<file path="config.mk">
export PLATFORM = sky130hd
export DESIGN_NAME = ifq
export DESIGN_NICKNAME = d
export VERILOG_FILES = /design/src/rtl/ifq.sv
export SDC_FILE = /design/constraint.sdc
export NUM_CORES = 1
export LEC_CHECK = 0
export CAP_MARGIN = 20
export CORE_UTILIZATION = 35
export DETAILED_ROUTE_END_ITERATION = 12
export RECOVER_POWER = 100
export SLEW_MARGIN = 20
export SYNTH_ARGS = -nofsm -noshare
export SYNTH_HDL_FRONTEND = slang
export SYNTH_SLANG_ARGS = --single-unit
</file>
<file path="constraint.sdc">
create_clock -name clk -period 4.68 [get_ports clk]
set_clock_uncertainty 0.2 [all_clocks]
set_input_delay 0.702 -clock clk [delete_from_list [all_inputs] [get_ports clk]]
set_output_delay 0.702 -clock clk [all_outputs]
set_load 0.1 [all_outputs]
</file>
<file path="src/rtl/ifq.sv">
// Instruction fetch queue: circular buffer of {pc, instr} pairs between fetch and decode.
// Optional same-cycle bypass on an empty queue is enabled by defining IFQ_BYPASS_EN.
module ifq #(
    parameter int DEPTH = 4,
    parameter int W     = 32
) (
    input  logic                     clk,
    input  logic                     rst,
    input  logic                     in_valid,
    input  logic [W-1:0]             in_pc,
    input  logic [W-1:0]             in_instr,
    output logic                     in_ready,
    output logic                     almost_full,
    output logic                     out_valid,
    output logic [W-1:0]             out_pc,
    output logic [W-1:0]             out_instr,
    input  logic                     out_ready,
    input  logic                     flush,
    output logic [$clog2(DEPTH):0]   count
);

    localparam int AW = $clog2(DEPTH);
    localparam int CW = AW + 1;
    localparam logic [AW-1:0] LAST_PTR   = AW'(DEPTH - 1);
    localparam logic [CW-1:0] FULL_COUNT = CW'(DEPTH);
    localparam logic [CW-1:0] AF_COUNT   = CW'(DEPTH - 1);

    logic [W-1:0]  pcMem    [DEPTH];
    logic [W-1:0]  instrMem [DEPTH];

    logic [AW-1:0] wrPtr_q, wrPtr_d;
    logic [AW-1:0] rdPtr_q, rdPtr_d;
    logic [CW-1:0] count_q, count_d;

    logic          full;
    logic          empty;
    logic          storeFire;
    logic          popFire;
    logic [W-1:0]  headPc;
    logic [W-1:0]  headInstr;

    function automatic logic [AW-1:0] nextPtr(input logic [AW-1:0] p);
        return (p == LAST_PTR) ? '0 : p + 1'b1;
    endfunction

    always_comb begin
        full        = (count_q == FULL_COUNT);
        empty       = (count_q == '0);
        in_ready    = !full;
        almost_full = (count_q >= AF_COUNT);
        count       = count_q;
        headPc      = empty ? '0 : pcMem[rdPtr_q];
        headInstr   = empty ? '0 : instrMem[rdPtr_q];
    end

`ifdef IFQ_BYPASS_EN
    // An empty queue forwards the fetch pair straight to decode; it is only
    // written into storage when decode does not take it in the same cycle.
    logic bypassActive;

    always_comb begin
        bypassActive = empty && !flush && in_valid;
        popFire      = !flush && !empty && out_ready;
        storeFire    = !flush && in_valid && !full && !(bypassActive && out_ready);
        out_valid    = !empty || bypassActive;
        out_pc       = bypassActive ? in_pc    : headPc;
        out_instr    = bypassActive ? in_instr : headInstr;
    end
`else
    always_comb begin
        popFire   = !flush && !empty && out_ready;
        storeFire = !flush && in_valid && !full;
        out_valid = !empty;
        out_pc    = headPc;
        out_instr = headInstr;
    end
`endif

    always_comb begin
        wrPtr_d = storeFire ? nextPtr(wrPtr_q) : wrPtr_q;
        rdPtr_d = popFire   ? nextPtr(rdPtr_q) : rdPtr_q;
        count_d = count_q;
        unique case ({storeFire, popFire})
            2'b10:   count_d = count_q + 1'b1;
            2'b01:   count_d = count_q - 1'b1;
            default: count_d = count_q;
        endcase
        if (flush) begin
            wrPtr_d = '0;
            rdPtr_d = '0;
            count_d = '0;
        end
    end

    always_ff @(posedge clk or posedge rst) begin
        if (rst) begin
            wrPtr_q <= '0;
            rdPtr_q <= '0;
            count_q <= '0;
        end else begin
            wrPtr_q <= wrPtr_d;
            rdPtr_q <= rdPtr_d;
            count_q <= count_d;
        end
    end

    // Storage is never cleared; empty-queue outputs are forced to zero instead.
    always_ff @(posedge clk) begin
        if (storeFire) begin
            pcMem[wrPtr_q]    <= in_pc;
            instrMem[wrPtr_q] <= in_instr;
        end
    end

endmodule

</file>
Word level (Yosys, flattened, before mapping)
Memory sizes are Yosys's and may differ from the RTL's.
Index checks and enable logic that the tools add are counted.
{ "word_totals": {"reg_bits": 7, "latchBits": 0, "memories": 2, "elab_cells": 38, "mem_bits_rw": 256, "romBits": 0} }
{ "mem_list": {"columns": ["memory", "depth", "word_bits", "read_ports", "rd_ports_with_merged_regs", "write_ports", "line_no", "rtl"], "rows": [
  ["instrMem", 4, 32, 1, 0, 1, "29", "logic [W-1:0] instrMem [DEPTH];"],
  ["pcMem", 4, 32, 1, 0, 1, "28", "logic [W-1:0] pcMem [DEPTH];"]
]} }
{ "op_classes": {"mul": 0, "n_addsub": 4, "div_mod_pow": 0, "mux": 12, "bitwise": 0, "shifts": 0, "reduce_logical": 11, "eq_ne": 5, "order_cmp": 1} }
{ "op_table": {"columns": ["operator", "count"], "rows": [
  ["two-way mux 32 bit", 2],
  ["two-way mux 2 bit", 6],
  ["equality test 2 bit (second input constant)", 3],
  ["case mux 3 bit (2 select lines)", 1],
  ["adder 2 x 1 -> 2 bit (second input constant)", 2],
  ["logical AND 1 bit", 4],
  ["nonzero test 2 bit", 2],
  ["adder 3 x 1 -> 3 bit (second input constant)", 1],
  ["equality test 3 bit (second input constant)", 1],
  ["greater-or-equal comparator 3 x 2 -> 1 bit (second input constant)", 1],
  ["logical NOT 1 bit", 3],
  ["logical NOT 3 bit", 1],
  ["two-way mux 3 bit", 1],
  ["nonzero test 3 bit", 1],
  ["subtractor 3 x 1 -> 3 bit (second input constant)", 1],
  ["equality test 2 x 1 -> 1 bit (second input constant)", 1],
  ["two-way mux 1 bit", 2]
]} }

Longest topological paths before layout
{ "logic_depth": {"depth_word": 7, "ltp_mapped": 8} }

Worst setup path after synthesis
OpenSTA, ideal clock, no wires.
{ "synth_path": {"path_kind": "register to output", "start": "register count_q[1], in the netlist count[1]", "end": "output port out_instr[22]", "t_required_ns": 3.778, "t_arrival_ns": 3.226, "stages_incl_launch_ff": 5, "slack_ns": 0.552, "path_cell_list": "dfrtp_1 > buf_2 > or3_1 > clkbuf_1 > and2_1"} }
{ "synth_via": {"elab_chain_len": 2} }
{ "synth_rtl": {"columns": ["item", "line_no", "rtl"], "rows": [
  ["start: declaration", "33", "logic [CW-1:0] count_q, count_d;"],
  ["start signal: assignment", "103", "count_q <= count_d;"],
  ["logical NOT 3 bit", "48", "empty = (count_q == '0);"],
  ["two-way mux 32 bit", "53", "headInstr = empty ? '0 : instrMem[rdPtr_q];"],
  ["end: declaration", "16", "output logic [W-1:0] out_instr,"]
]} }
No other way between the ends.

Final worst setup path
{ "layout_path": {"start": "register count_q[0], in the netlist count[0]", "end": "output port out_pc[18]"} }
{ "layout_via": {"elab_chain_len": 2} }
{ "layout_rtl": {"columns": ["item", "line_no", "rtl"], "rows": [
  ["logical NOT 3 bit", "48", null],
  ["two-way mux 32 bit", "52", "headPc = empty ? '0 : pcMem[rdPtr_q];"],
  ["end: declaration", "15", "output logic [W-1:0] out_pc,"]
]} }
No other way between the ends.

==> out/metrics.yaml <==
synth:
  synth_mux_area_share_pct: 14.3
  yosysTopAreaCell: "edfxtp_1"
  synthCells: 473
  synth.ff_latch_count: 263
  yosys.area_share.simple_pct: 5.11
  yosysTopAreaCellShare_pct: 75.1
  synthArstFlopShare_pct: 2.66
  synth_area_leaders: "edfxtp_1 (75%), mux4_2 (14%), and2_1 (4.2%), dfrtp_1 (1.7%), buf_6 (0.66%)"
  synth_cell_type_count: 32
  syn_area_um2: 10200
  yosysWarnings: 0
  synth_seq_area_share_pct: 76.8
  synthFlopType: "edfxtp_1"
  synth_top_family_by_area: "multiplexers"
  synth_xor_area_share_pct: 0.0856
  synth_nets: 548
  avgSynthCellArea_um2: 21.6
  synth_compound_area_share_pct: 1.03
  synthAdderAreaFrac_pct: 0.807
  synth_enable_flop_cells: 256
placement:
  io_buffers: 138
  place_congestion: 0.694
  placedCellCount: 975
  dpl.hpwl_mm: 11.5
final_layout:
  postLayoutCoreUtil_pct: 44.2
  multi_input_area_um2: 2180
  layout-drive-gt1-share_pct: 20.8
  num-fill-cells: 2513
  final_cells: 1021
  regArea_um2: 7870
  syn_to_final_growth_pct: 23.9
  nets: 695
route:
  drc: 0
  drt_first_pass_iters: 4
  wl_per_cell_um: 19.6
  antenna_left: 0
  dr.first_iter.drc_count: 355
  wl_mm: 20.0
  vias_per_cell: 4.82
  vias: 4920
sta:
  fmax_mhz: 233
  finalSetupViolCount: 0
  rsz0062_at_grt: "no"
  slew_violations: 128
  min_period_ns: 4.30
  worst_pin_slew_ns: 1.87
  timing.final.crit_share_pct: 91.9
  hold_violations: 0
  tns_ns: 0
  relSlewSlack_pct: -24.5
global_routing:
  antenna_found_initial: 3
  met3_usage_pct: 3.06
  use_met2_pct: 23.5
  grt_remaining_overflow: 0
  grt_max_degree: 67
  grt_first_pass_wirelength_mm: 31.6
  met1_usage_pct: 17.7
  top_usage_layer: "met2"
  grt_pass1_vias: 5544
  grt_usage_pct: 13.7
worst_setup_path:
  slowest_delay_ns: 1.22
  cp-end-kind: "output port"
  crit_type: "reg2out"
  crit_required_ns: 3.78
  cp-start-kind: "flip-flop"
  crit_chain: "or3_2 > and2_1 > dlygate4sd3_1"
  critical_path_arrival_ns: 3.40
  critPathBufInv: 1
  critical_path.max_fanout: 45
  crit_slowest_cell: "dlygate4sd3_1"
  critical_path.top_delay_family: "buffers and inverters"
cts:
  h-tree-depth: 1
  clk_transition_reported_paths_ns: 0.06
  cts_resized: 0
  numClockSinks: 263
  cts_inserted_buffers: 27
  insertion_delay_ns: 0.51
  cts_max_path_buffers: 3
  hold_buffers: 0
  postCtsSetupBuffers: 0
  root_buffer: "clkbuf_16"
  cts_tree: "yes"
min_path:
  hp-class: "in2async"
outcome:
  status: "complete, but fails checks"
  violations: "capacitance limit, slew limit"
power_and_ir_drop:
  power_density_nw_per_um2: 458
  leakage_uw: 0.00417
  power_uw: 5810
  peakVddDrop_mv: 0.243
run:
  maxCapViolCount: 4
die:
  die_w_um: 173
  io_pins: 139
  dieArea_um2: 29900
  initial_core_util_pct: 35.7
  core_area_um2: 28700
  die_h_um: 173
  rows: 62
[layer usage]
metal  vias up  wire (µm)
met5         -         11
met4         2        281
met3        28       1020
met2       121      10100
met1      2566       8620
li1       2203          -
[state kept, by name, summed over array words and instances (netlist names)]
signal    cells
rdPtr_q       2
wrPtr_q       2
instrMem    128
count         3
pcMem       128
[cell type report]
| cell class | count | area share [%] |
|---|---|---|
| Tap cell | 384 | 3.79 |
| Antenna cell | 2 | 0.0395 |
| Clock buffer | 33 | 5.50 |
| Multi-Input combinational cell | 175 | 17.2 |
| Timing Repair Buffer | 145 | 10.6 |
| Clock inverter | 11 | 0.592 |
| Inverter | 8 | 0.237 |
| Sequential cell | 263 | 62.0 |
[placed cells by master, fill, tap and decap left out, types with 2 or more instances in the layout]
cell / Yosys / final
buf_4: 0 / 4
and2_1: 69 / 69
nor3b_1: 2 / 2
diode_2: 0 / 2
o21ai_0: 2 / 2
clkinv_1: 0 / 7
o2111ai_1: 2 / 2
dfrtp_4: 0 / 2
inv_1: 8 / 8
nor3_1: 2 / 2
nor2_1: 2 / 2
clkbuf_2: 1 / 24
a21oi_1: 5 / 5
ha_1: 5 / 5
o22ai_1: 2 / 2
mux4_2: 64 / 64
clkinv_2: 0 / 2
dlygate4sd3_1: 0 / 108
nand2_1: 2 / 2
nand2b_1: 2 / 2
clkbuf_1: 8 / 9
clkbuf_16: 0 / 27
dfrtp_1: 7 / 5
nand3_1: 4 / 4
clkdlybuf4s50_1: 0 / 2
edfxtp_1: 256 / 256
buf_12: 0 / 4
[worst paths after layout]
kind | to | slack [ns] | start | cells past startpoint
worst max-delay path | out_pc[18] | 0.38 | count[0] | 3
worst min-delay path | wrPtr_q[1] | 0.37 | rst | 2
worst max register to register | instrMem[2][24] | 1.26 | count[0] | 4
worst min register to register | wrPtr_q[0] | 0.41 | wrPtr_q[0] | 2
max in group asynchronous | rdPtr_q[0] | 3.64 | rst | 2
min in group clk | wrPtr_q[0] | 0.41 | wrPtr_q[0] | 2
[worst register-to-register path, stage by stage (launching register included)]
cell	delay [ns]
dfrtp_1	0.58
nor3b_1	0.16
nor3_1	0.30
and2_1	1.44
buf_12	0.39
[stage by stage]
stage	area [µm²]	hold WS (ns)	setup WS, ns
3_3_place_gp	12000	0.376	0.934
4_1_cts	12800	0.208	0.315
5_1_grt	12700	0.372	0.140
3_5_place_dp	12000	0.390	0.912
2_1_floorplan	10200	0.305	0.552
6_report	12700	0.369	0.380
[kinds of logic after synthesis]
kind of cell	after synthesis
muxes	66
and+or+nand+nor	86
DFF	263
xor gates and xnor gates	1
AOI/OAI and AO/OA	16
adders and majority gates	6
buffers and inverters	35
[cells in the mapped netlist, drive strengths merged, types with 4 or more instances]
| master | instances |
|---|---|
| edfxtp | 256 |
| and2 | 69 |
| mux4 | 64 |
| buf | 18 |
| clkbuf | 9 |
| inv | 8 |
| dfrtp | 7 |
| a21oi | 5 |
| ha | 5 |
| nand3 | 4 |
[report_power, final]
group          leakage, µW  total [µW]  internal, µW  switching (µW)
registers          0.00242        2720          2660            56.8
logic              0.00137        1180           301             883
clock network     0.000377        1910          1100             808
total              0.00417        5810          4060            1750
Note: power is estimated with default switching activity, not from simulation.
